File: src/rtl/sr04_multi_ranger.sv
// sr04_multi_ranger
// Multi-channel HC-SR04 ultrasonic ranging controller. The controller fires
// NUM_CH sensors one at a time in round-robin order. It measures each echo
// pulse in 1 us ticks and converts the width to centimetres (58 ticks per cm)
// without a divider. Each result is reported with a channel tag, a 1-cycle
// valid strobe and an error flag. The error flag covers two cases: no echo
// within TIMEOUT_US ticks, or an echo at or beyond MAX_CM.
//
// Ports:
//   clk      system clock
//   rst      asynchronous active-low reset
//   i_tick   1-cycle pulse every 1 us
//   start    1-cycle pulse, begins one sweep (ignored while busy)
//   i_auto   level, repeat sweeps continuously
//   i_echo   raw asynchronous echo inputs, one per channel
//   o_trig   trigger outputs, at most one high
//   o_dist   last reported distance in cm (0 on error)
//   o_ch     channel of last report
//   o_valid  1-cycle strobe when o_dist/o_ch/o_err update
//   o_err    last report was a timeout or an overrange
//   o_busy   controller is not idle
//
// state     | meaning
// ----------+------------------------------------------------------------
// IDLE      | waiting for start or i_auto
// TRIG      | trigger of current channel high for TRIG_US ticks
// WAIT_ECHO | waiting for echo rise, timeout after TIMEOUT_US ticks
// MEASURE   | echo high, counting ticks and centimetres
// REPORT    | one cycle, result registered and o_valid high
// GUARD     | GUARD_US quiet ticks before the next channel

module sr04_multi_ranger #(
  parameter int NUM_CH     = 4,
  parameter int TRIG_US    = 10,
  parameter int MAX_CM     = 400,
  parameter int TIMEOUT_US = 30000,
  parameter int GUARD_US   = 40000,
  parameter int DIST_W     = 9,
  localparam int CH_W      = (NUM_CH > 1) ? $clog2(NUM_CH) : 1
) (
  input  logic              clk,
  input  logic              rst,
  input  logic              i_tick,
  input  logic              start,
  input  logic              i_auto,
  input  logic [NUM_CH-1:0] i_echo,
  output logic [NUM_CH-1:0] o_trig,
  output logic [DIST_W-1:0] o_dist,
  output logic [CH_W-1:0]   o_ch,
  output logic              o_valid,
  output logic              o_err,
  output logic              o_busy
);

  localparam int CNT_MAX0 = (TIMEOUT_US > GUARD_US) ? TIMEOUT_US : GUARD_US;
  localparam int CNT_MAX  = (CNT_MAX0 > TRIG_US) ? CNT_MAX0 : TRIG_US;
  localparam int CNT_W    = $clog2(CNT_MAX + 1);
  localparam int CM_W     = $clog2(MAX_CM + 1);

  typedef enum logic [2:0] {
    IDLE      = 3'd0,
    TRIG      = 3'd1,
    WAIT_ECHO = 3'd2,
    MEASURE   = 3'd3,
    REPORT    = 3'd4,
    GUARD     = 3'd5
  } state_t;

  state_t            state, state_nx;
  logic [CH_W-1:0]   ch, ch_nx;
  logic [CNT_W-1:0]  cnt, cnt_nx;
  logic [5:0]        sub, sub_nx;
  logic [CM_W-1:0]   cm, cm_nx;
  logic              rpt, rpt_err;
  logic [NUM_CH-1:0] echo_m, echo_s;
  logic              echo_cur;

  always_ff @(posedge clk or negedge rst) begin
    if (!rst) begin
      echo_m <= '0;
      echo_s <= '0;
    end else begin
      echo_m <= i_echo;
      echo_s <= echo_m;
    end
  end

  // Only the echo of the channel being ranged is ever looked at.
  assign echo_cur = echo_s[ch];

  always_comb begin
    state_nx = state;
    ch_nx    = ch;
    cnt_nx   = cnt;
    sub_nx   = sub;
    cm_nx    = cm;
    rpt      = 1'b0;
    rpt_err  = 1'b0;
    case (state)
      IDLE: begin
        if (start || i_auto) begin
          state_nx = TRIG;
          ch_nx    = '0;
          cnt_nx   = '0;
        end
      end
      TRIG: begin
        if (i_tick) begin
          if (cnt == CNT_W'(TRIG_US - 1)) begin
            state_nx = WAIT_ECHO;
            cnt_nx   = '0;
          end else begin
            cnt_nx = cnt + 1'b1;
          end
        end
      end
      WAIT_ECHO: begin
        // An echo that is already high on entry is taken as the echo.
        if (echo_cur) begin
          state_nx = MEASURE;
          cnt_nx   = '0;
          sub_nx   = '0;
          cm_nx    = '0;
        end else if (i_tick) begin
          if (cnt == CNT_W'(TIMEOUT_US - 1)) begin
            state_nx = REPORT;
            rpt      = 1'b1;
            rpt_err  = 1'b1;
          end else begin
            cnt_nx = cnt + 1'b1;
          end
        end
      end
      MEASURE: begin
        // The falling edge has priority over a coincident tick, so that
        // tick is not counted.
        if (!echo_cur) begin
          state_nx = REPORT;
          rpt      = 1'b1;
        end else if (i_tick) begin
          if (sub == 6'd57) begin
            sub_nx = '0;
            if (cm == CM_W'(MAX_CM - 1)) begin
              cm_nx    = CM_W'(MAX_CM);
              state_nx = REPORT;
              rpt      = 1'b1;
              rpt_err  = 1'b1;
            end else begin
              cm_nx = cm + 1'b1;
            end
          end else begin
            sub_nx = sub + 1'b1;
          end
        end
      end
      REPORT: begin
        state_nx = GUARD;
        cnt_nx   = '0;
      end
      GUARD: begin
        if (i_tick) begin
          if (cnt == CNT_W'(GUARD_US - 1)) begin
            cnt_nx = '0;
            if (ch != CH_W'(NUM_CH - 1)) begin
              ch_nx    = ch + 1'b1;
              state_nx = TRIG;
            end else if (i_auto) begin
              ch_nx    = '0;
              state_nx = TRIG;
            end else begin
              state_nx = IDLE;
            end
          end else begin
            cnt_nx = cnt + 1'b1;
          end
        end
      end
      default: state_nx = IDLE;
    endcase
  end

  always_ff @(posedge clk or negedge rst) begin
    if (!rst) begin
      state   <= IDLE;
      ch      <= '0;
      cnt     <= '0;
      sub     <= '0;
      cm      <= '0;
      o_valid <= 1'b0;
      o_dist  <= '0;
      o_ch    <= '0;
      o_err   <= 1'b0;
    end else begin
      state   <= state_nx;
      ch      <= ch_nx;
      cnt     <= cnt_nx;
      sub     <= sub_nx;
      cm      <= cm_nx;
      // Results are loaded on entry to REPORT so they coincide with o_valid.
      o_valid <= rpt;
      if (rpt) begin
        o_ch   <= ch;
        o_err  <= rpt_err;
        o_dist <= rpt_err ? '0 : DIST_W'(cm);
      end
    end
  end

  // The trigger is decoded from state, so it drops as soon as reset asserts.
  assign o_trig = (state == TRIG) ? (NUM_CH'(1) << ch) : '0;
  assign o_busy = (state != IDLE);

endmodule
File: config.mk
export PLATFORM = sky130hd
export DESIGN_NAME = sr04_multi_ranger
export DESIGN_NICKNAME = d
export VERILOG_FILES = /design/src/rtl/sr04_multi_ranger.sv
export SDC_FILE = /design/constraint.sdc
export NUM_CORES = 1
export LEC_CHECK = 0
export ABC_AREA = 1
export CORE_ASPECT_RATIO = 0.7
export CORE_MARGIN = 2
export CORE_UTILIZATION = 50
export DETAILED_ROUTE_END_ITERATION = 6
export PLACE_DENSITY = 0.73
export SETUP_SLACK_MARGIN = 0.4
export SLEW_MARGIN = 40
export SYNTH_ARGS = -nofsm -noshare
export SYNTH_HDL_FRONTEND = slang
export SYNTH_SLANG_ARGS = --single-unit
File: constraint.sdc
create_clock -name clk -period 1.5 [get_ports clk]
set_input_delay 0.3 -clock clk [delete_from_list [all_inputs] [get_ports clk]]
set_output_delay 0.3 -clock clk [all_outputs]
set_load 0.005 [all_outputs]
=== After elaboration in Yosys (flattened, before gate mapping) ===
Index checks and enable logic that the tools add are counted.

* Register bits: 57
* Latch bits: 0
* RAM bits: 0
* ROM bits: 0
* Input bits: 9
* Output and inout port bits: 18
* Word-level logic and storage cells: 110
* Memories: 0

* Add/subtract/negate cells: 4
* Multipliers: 0
* Div/mod/pow operators: 0
* Magnitude comparators: 1
* Equal/unequal tests: 27
* Shifts and indexed selects: 1
* Mux-type cells: 55
* Bitwise logic cells: 0
* Reductions and logical operators: 11

{| class="wikitable"
|+ Operator list
! cell !! count
|-
| $mux W16 || 8
|-
| $pmux W16 S5 || 1
|-
| $mux W9 || 6
|-
| $mux W3 || 12
|-
| $mux W6 || 4
|-
| $ne A3 B3 Y1 const B || 7
|-
| $ne A2 B2 Y1 const B || 10
|-
| $pmux W3 S6 || 1
|-
| $pmux W9 S2 || 1
|-
| $add A16 B1 Y16 const B || 1
|-
| $eq A16 B15 Y1 const B || 1
|-
| $eq A16 B16 Y1 const B || 1
|-
| $eq A16 B4 Y1 const B || 1
|-
| $pmux W6 S2 || 1
|-
| $mux W1 || 11
|-
| $mux W2 || 5
|-
| $reduce_and A10 Y1 || 1
|-
| $reduce_and A5 Y1 || 2
|-
| $add A9 B1 Y9 const B || 1
|-
| $eq A9 B9 Y1 const B || 1
|-
| $add A6 B1 Y6 const B || 1
|-
| $eq A3 B2 Y1 const B || 2
|-
| $eq A3 B3 Y1 const B || 2
|-
| $eq A6 B6 Y1 const B || 1
|-
| 15 further kinds || 17
|}

=== Longest topological paths before layout ===
* Depth in word-level cells: 7
* Depth in mapped cells: 12
* Mapped depth without buffers: 12

=== Worst setup path after synthesis ===
Ideal clock, no wire load.

* Path kind: reg2reg
* From: reg cnt[0]
* To: reg state[0]
* Library setup time: 117 ps
* Arrival: 1471 ps
* Required time: 1383 ps
* Slack: -88 ps
* Stages on the path, launching flop included: 13
* Path buffers: 0
* Clock period less this slack: 1588 ps
* Cell sequence: dfrtp_1 ha_1 nand2_2 inv_2 nand2_1 nor2_1 nand2_1 nand2_1 nand2_1 nor2_1 nand2_1 nand2_1 nand2_1

* Cells in the longest elaborated chain, start to end: 3
* Elaborated cells on any way between the ends: 7
* Classes of those cells: eq/ne: 6; reduce/logical: 1

{| class="wikitable"
|+ RTL lines
! what !! line !! text
|-
| start, declared || 71 || <nowiki>logic [CNT_W-1:0] cnt, cnt_nx;</nowiki>
|-
| start signal, assigned || 196 || <nowiki>cnt <= cnt_nx;</nowiki>
|-
| $eq A16 B15 Y1, or another cell as far along || 125 || <nowiki>if (cnt == CNT_W'(TIMEOUT_US - 1)) begin</nowiki>
|-
| $ne A3 B3 Y1 (no line) / $ne A2 B2 Y1 (equally long branches) || n/a ||
|-
| $reduce_and A10 Y1 (no line) * || n/a ||
|-
| end signal, assigned || 194 || <nowiki>state <= state_nx;</nowiki>
|-
| end, declared || 69 || <nowiki>state_t state, state_nx;</nowiki>
|}

Every way passes the cells marked *; elsewhere a longest branch is shown, timed or not.
A chain may end at the register's enable or synchronous reset.

=== Worst setup path in the final report ===
* From: reg cnt[1]
* To: reg state[1]

The elaborated chain is that of the path after synthesis.

==> results by stage <==
Clocking:
- For the worst-skew pair, the clock arrives at the later sink with an insertion delay of 0.35 ns.
- The tree is rooted in a clkbuf_8.
- The maximum root-to-sink buffer count is 2.
- The CTS H-tree depth is 3.
- The clock transition at the register clock pins on the worst setup and hold paths after CTS is 0.06 ns.
- Clock tree synthesis inserted a total of 9 buffers.
- TritonCTS built the clock tree.
- The clock sink count is 57.

Synth:
- Summed over all instances, the cell type with the most area after synthesis is dfrtp_1.
- The instance count of the mapped netlist is 474.
- The synthesized netlist contains 31 unique library cells.
- In the post-synthesis netlist, the biggest area contributors are dfrtp_1, nand2_1, nor2_1, nand3_1, inv_1.
- Synthesis produced a netlist with a net count of 492.
- Counting flops with a built-in enable in the synthesized netlist gives 0.
- The area share of the leading cell type in the synthesized netlist is 0.419.
- Sorting the synthesized cells by how often they occur yields nand2_1, dfrtp_1, nor2_1.
- Of all flip-flops after synthesis, the portion carrying an async set or reset was 1.00.
- The number of synthesis warnings is 0.
- Counting flops and latches in the post-synthesis netlist gives 57.
- Among all flip-flop cells after synthesis, the most frequent one is dfrtp_1.
- The library cell with the highest instance count after synthesis is nand2_1.
- In this run the cell area of the synthesized design comes to 3400 um^2.
- Of the synthesized area, sequential elements account for 0.419.
- A synthesized cell averages 7.18 um^2.

Floorplanning:
- After floorplanning, the core was sized to cover 6660 um^2.
- The site row count is 25.
- The horizontal die dimension is 103 um.
- The die covers 7490 um^2.
- The starting utilization of the core area is 0.511.
- For this design the top-level I/O count stands at 27.
- The vertical die dimension is around 73 um.

Critical path:
- Counting buffers and inverters, the worst setup path is 12 cells deep.
- The worst setup slack for register-to-register paths is -0.34 ns.
- The signal on the critical path passes through buf_6 -> inv_4 -> ha_4 -> nand3b_1 -> nor2_1 -> nand2_1 -> nand2_2 -> nand2_2 -> nor2_4 -> nand2_2 -> nand2_2 -> nand2_1.
- The count of buffering cells on the critical path with inverters included is 2.
- The worst path arrival time is 2.07 ns.
- The element type at the critical path end is a flop.
- The end of the worst register-to-register path is state[1].
- The worst-case reg-to-reg path depth is 12.
- The critical register-to-register path startpoint is cnt[1].
- The cell family contributing the most delay on the critical path is simple AND/OR/NAND/NOR gates.
- At the worst endpoint, the required time is ~1.7 ns.
- In this run the worst path has a maximum fanout of 3.
- The worst setup path category is flop to flop.
- The most numerous cell type found on the critical path is nand2_2.
- On the worst path, the slowest cell contributes a delay of roughly 0.44 ns.
- Among all stages on the critical path, the largest delay is contributed by dfrtp_1.
- The kind of start point of the critical path is a flop.

STA:
- The maximum clock skew at final layout is 0.00831 ns.
- The number of hold-slack violations in the final timing report came to 0.
- The worst slew slack as a fraction of its limit is 0.787.
- At the pin with the least slew margin, the transition time is 0.320 ns.
- The setup TNS is -11.83 ns.
- The fmax is 544 MHz.
- Setup repair after global routing could not meet its margin everywhere.
- The final count of negative-setup-slack endpoints is 54.
- The post-route worst setup slack is -0.339 ns.
- Dividing the final minimum period by the clock period gives 1.23.
- The total count of max-transition violations in the final report is 0.
- The minimum clock period is roughly 1.8 ns.

Flow run:
- Max-cap violations in this run came to 0.

Pwr:
- The leakage power summed over all cells is 0.00285 uW.
- IR analysis of the VDD net gives a maximum drop of 1.05 mV.
- The power per unit of standard cell area is 1500 nW/um^2.

Hold path:
- In this run the most critical hold path is launched from echo_m[0].
- The endpoint of the worst hold-timing path is echo_s[0].
- In this run the worst hold path is classified as flop to flop.
- The instance count along the most critical hold path is 0.

Placed design:
- The count of buffers inserted at the top-level ports is 26.
- Once placement completed, the tool counted placed cells totaling 664.
- At the end of routability-driven placement, the weighted congestion stood at 0.912.
- After legalization and detailed placement, the total HPWL measured 6.08 mm.

Status:
- The final reports fail on design-rule violations, negative setup slack.
- The run finished, with violations left.

Cells and area:
- The layout filler cell count is 342.
- The area growth from synthesis to layout is 64.0%.
- The finished layout holds around 740 standard cells, fillers aside.
- The number of nets in the final layout is around 660.
- 0 antenna diodes ended up in the layout.
- The share of layout cells above drive strength 1 is 0.465.

Route:
- The via count normalized by instance count is approximately 5.8.
- For this block, the initial DRC count from the detailed router was 621.
- The overall via count from detail_route is 4,263.
- The remaining routing DRC violations is 39.
- The pre-antenna-repair detailed-routing pass consisted of 7 iterations.
- The wire length reported by the detailed router is 14.1 mm.
- The final antenna-violating net count is 0.
- The average wire per cell in the routed design is 19.1 um.

Global route:
- The combined global-route utilization of all metal layers is 0.319.
- The initial antenna violation count is 0.
- For this run the aggregate overflow at the end of global routing stands at 0.
- Entering global routing, the biggest net connects 58 pins.
- The first-pass GRT wire length is 18.1 mm.
- The via count of the first global-routing pass is 3,808.
-- state kept, by name, indices dropped and copies added (netlist names) --
name,cells
cnt,16
cm,9
o_dist,9
sub,6
echo_m,4
echo_s,4
state,3
ch,2
o_ch,2
o_err,1
o_valid,1
-- power breakdown --
group	total (uW)	internal [uW]	switching (uW)
Sequential	2090	1840	256
Clock	1260	623	641
Combinational	4980	2340	2640
Total	8340	4800	3540
-- layer usage --
metal  track usage  share of wire  vias to the layer above
li1              -              -                     1833
met1         0.392           0.36                     1971
met2         0.542           0.47                      344
met3        0.0690           0.10                      115
met4         0.136          0.060                        0
met5             0              0                        -
-- worst max path at each step --
stage / from / end / slack (ns)
6_report: cnt[1] / state[1] / -0.34
5_1_grt: cnt[1] / state[1] / -0.41
4_1_cts: state[0] / o_trig[1] / -0.11
3_5_place_dp: i_tick / cnt[2] / -0.35
3_3_place_gp: i_tick / cnt[2] / -0.28
2_1_floorplan: cnt[0] / o_err / -0.009
-- kinds of logic (layout without fill, tap and decap cells) --
kind of cell,count (synthesis),after routing,share of synthesized area
and+or+nand+nor,295,297,0.382
adders and majority gates,9,9,0.0331
DFF,57,57,0.419
xor gates and xnor gates,11,11,0.0283
buffers and inverters,68,233,0.0809
AOI/OAI and AO/OA,34,34,0.0563
-- placed cells by master (no fill, tap or decap), drive strengths merged, types with 5 or more instances in the layout --
| cell type | instances |
|---|---|
| nand2 | 171 |
| buf | 151 |
| inv | 58 |
| dfrtp | 57 |
| nor2 | 57 |
| nand3 | 39 |
| nand4 | 21 |
| o21ai | 17 |
| clkbuf | 12 |
| xor2 | 9 |
| ha | 9 |
| a21oi | 9 |
| clkdlybuf4s50 | 7 |
| nor3 | 5 |
-- stage by stage --
| step | instance area [um^2] | util | hold WS [ns] | setup WS (ns) | power [uW] |
|---|---|---|---|---|---|
| final | 5580 | 0.837 | 0.356 | -0.339 | 8340 |
| after global routing | 5580 | 0.837 | 0.360 | -0.406 | 8670 |
| after CTS | 5150 | 0.773 | 0.352 | -0.113 | 7230 |
| after detailed placement | 4420 | 0.664 | 0.328 | -0.349 | 5030 |
| after global placement | 4420 | 0.664 | 0.325 | -0.275 | 4940 |
| after floorplan | 3490 | - | 0.00441 | -0.00889 | 3660 |
-- repair_timing --
item | in CTS | in global routing
endpoints found under the hold margin | 57 | 0
gates resized for setup | 165 | 86
cloned | 4 | 2
hold buffers | 1 | 0
setup buffers | 35 | 14
pin swaps | 33 | 48
setup endpoints to repair | 67 | 67
-- area by class of cell --
cell class	count	area (um^2)	share of cell area
timing repair buffer	160	1340	0.241
tap	94	118	0.0211
multi-input combinational	351	2270	0.407
clock buffer	11	141	0.0253
inverter	58	255	0.0458
clock inverter	4	20.0	0.00359
sequential	57	1430	0.257
(Power assumes the default switching activity.)
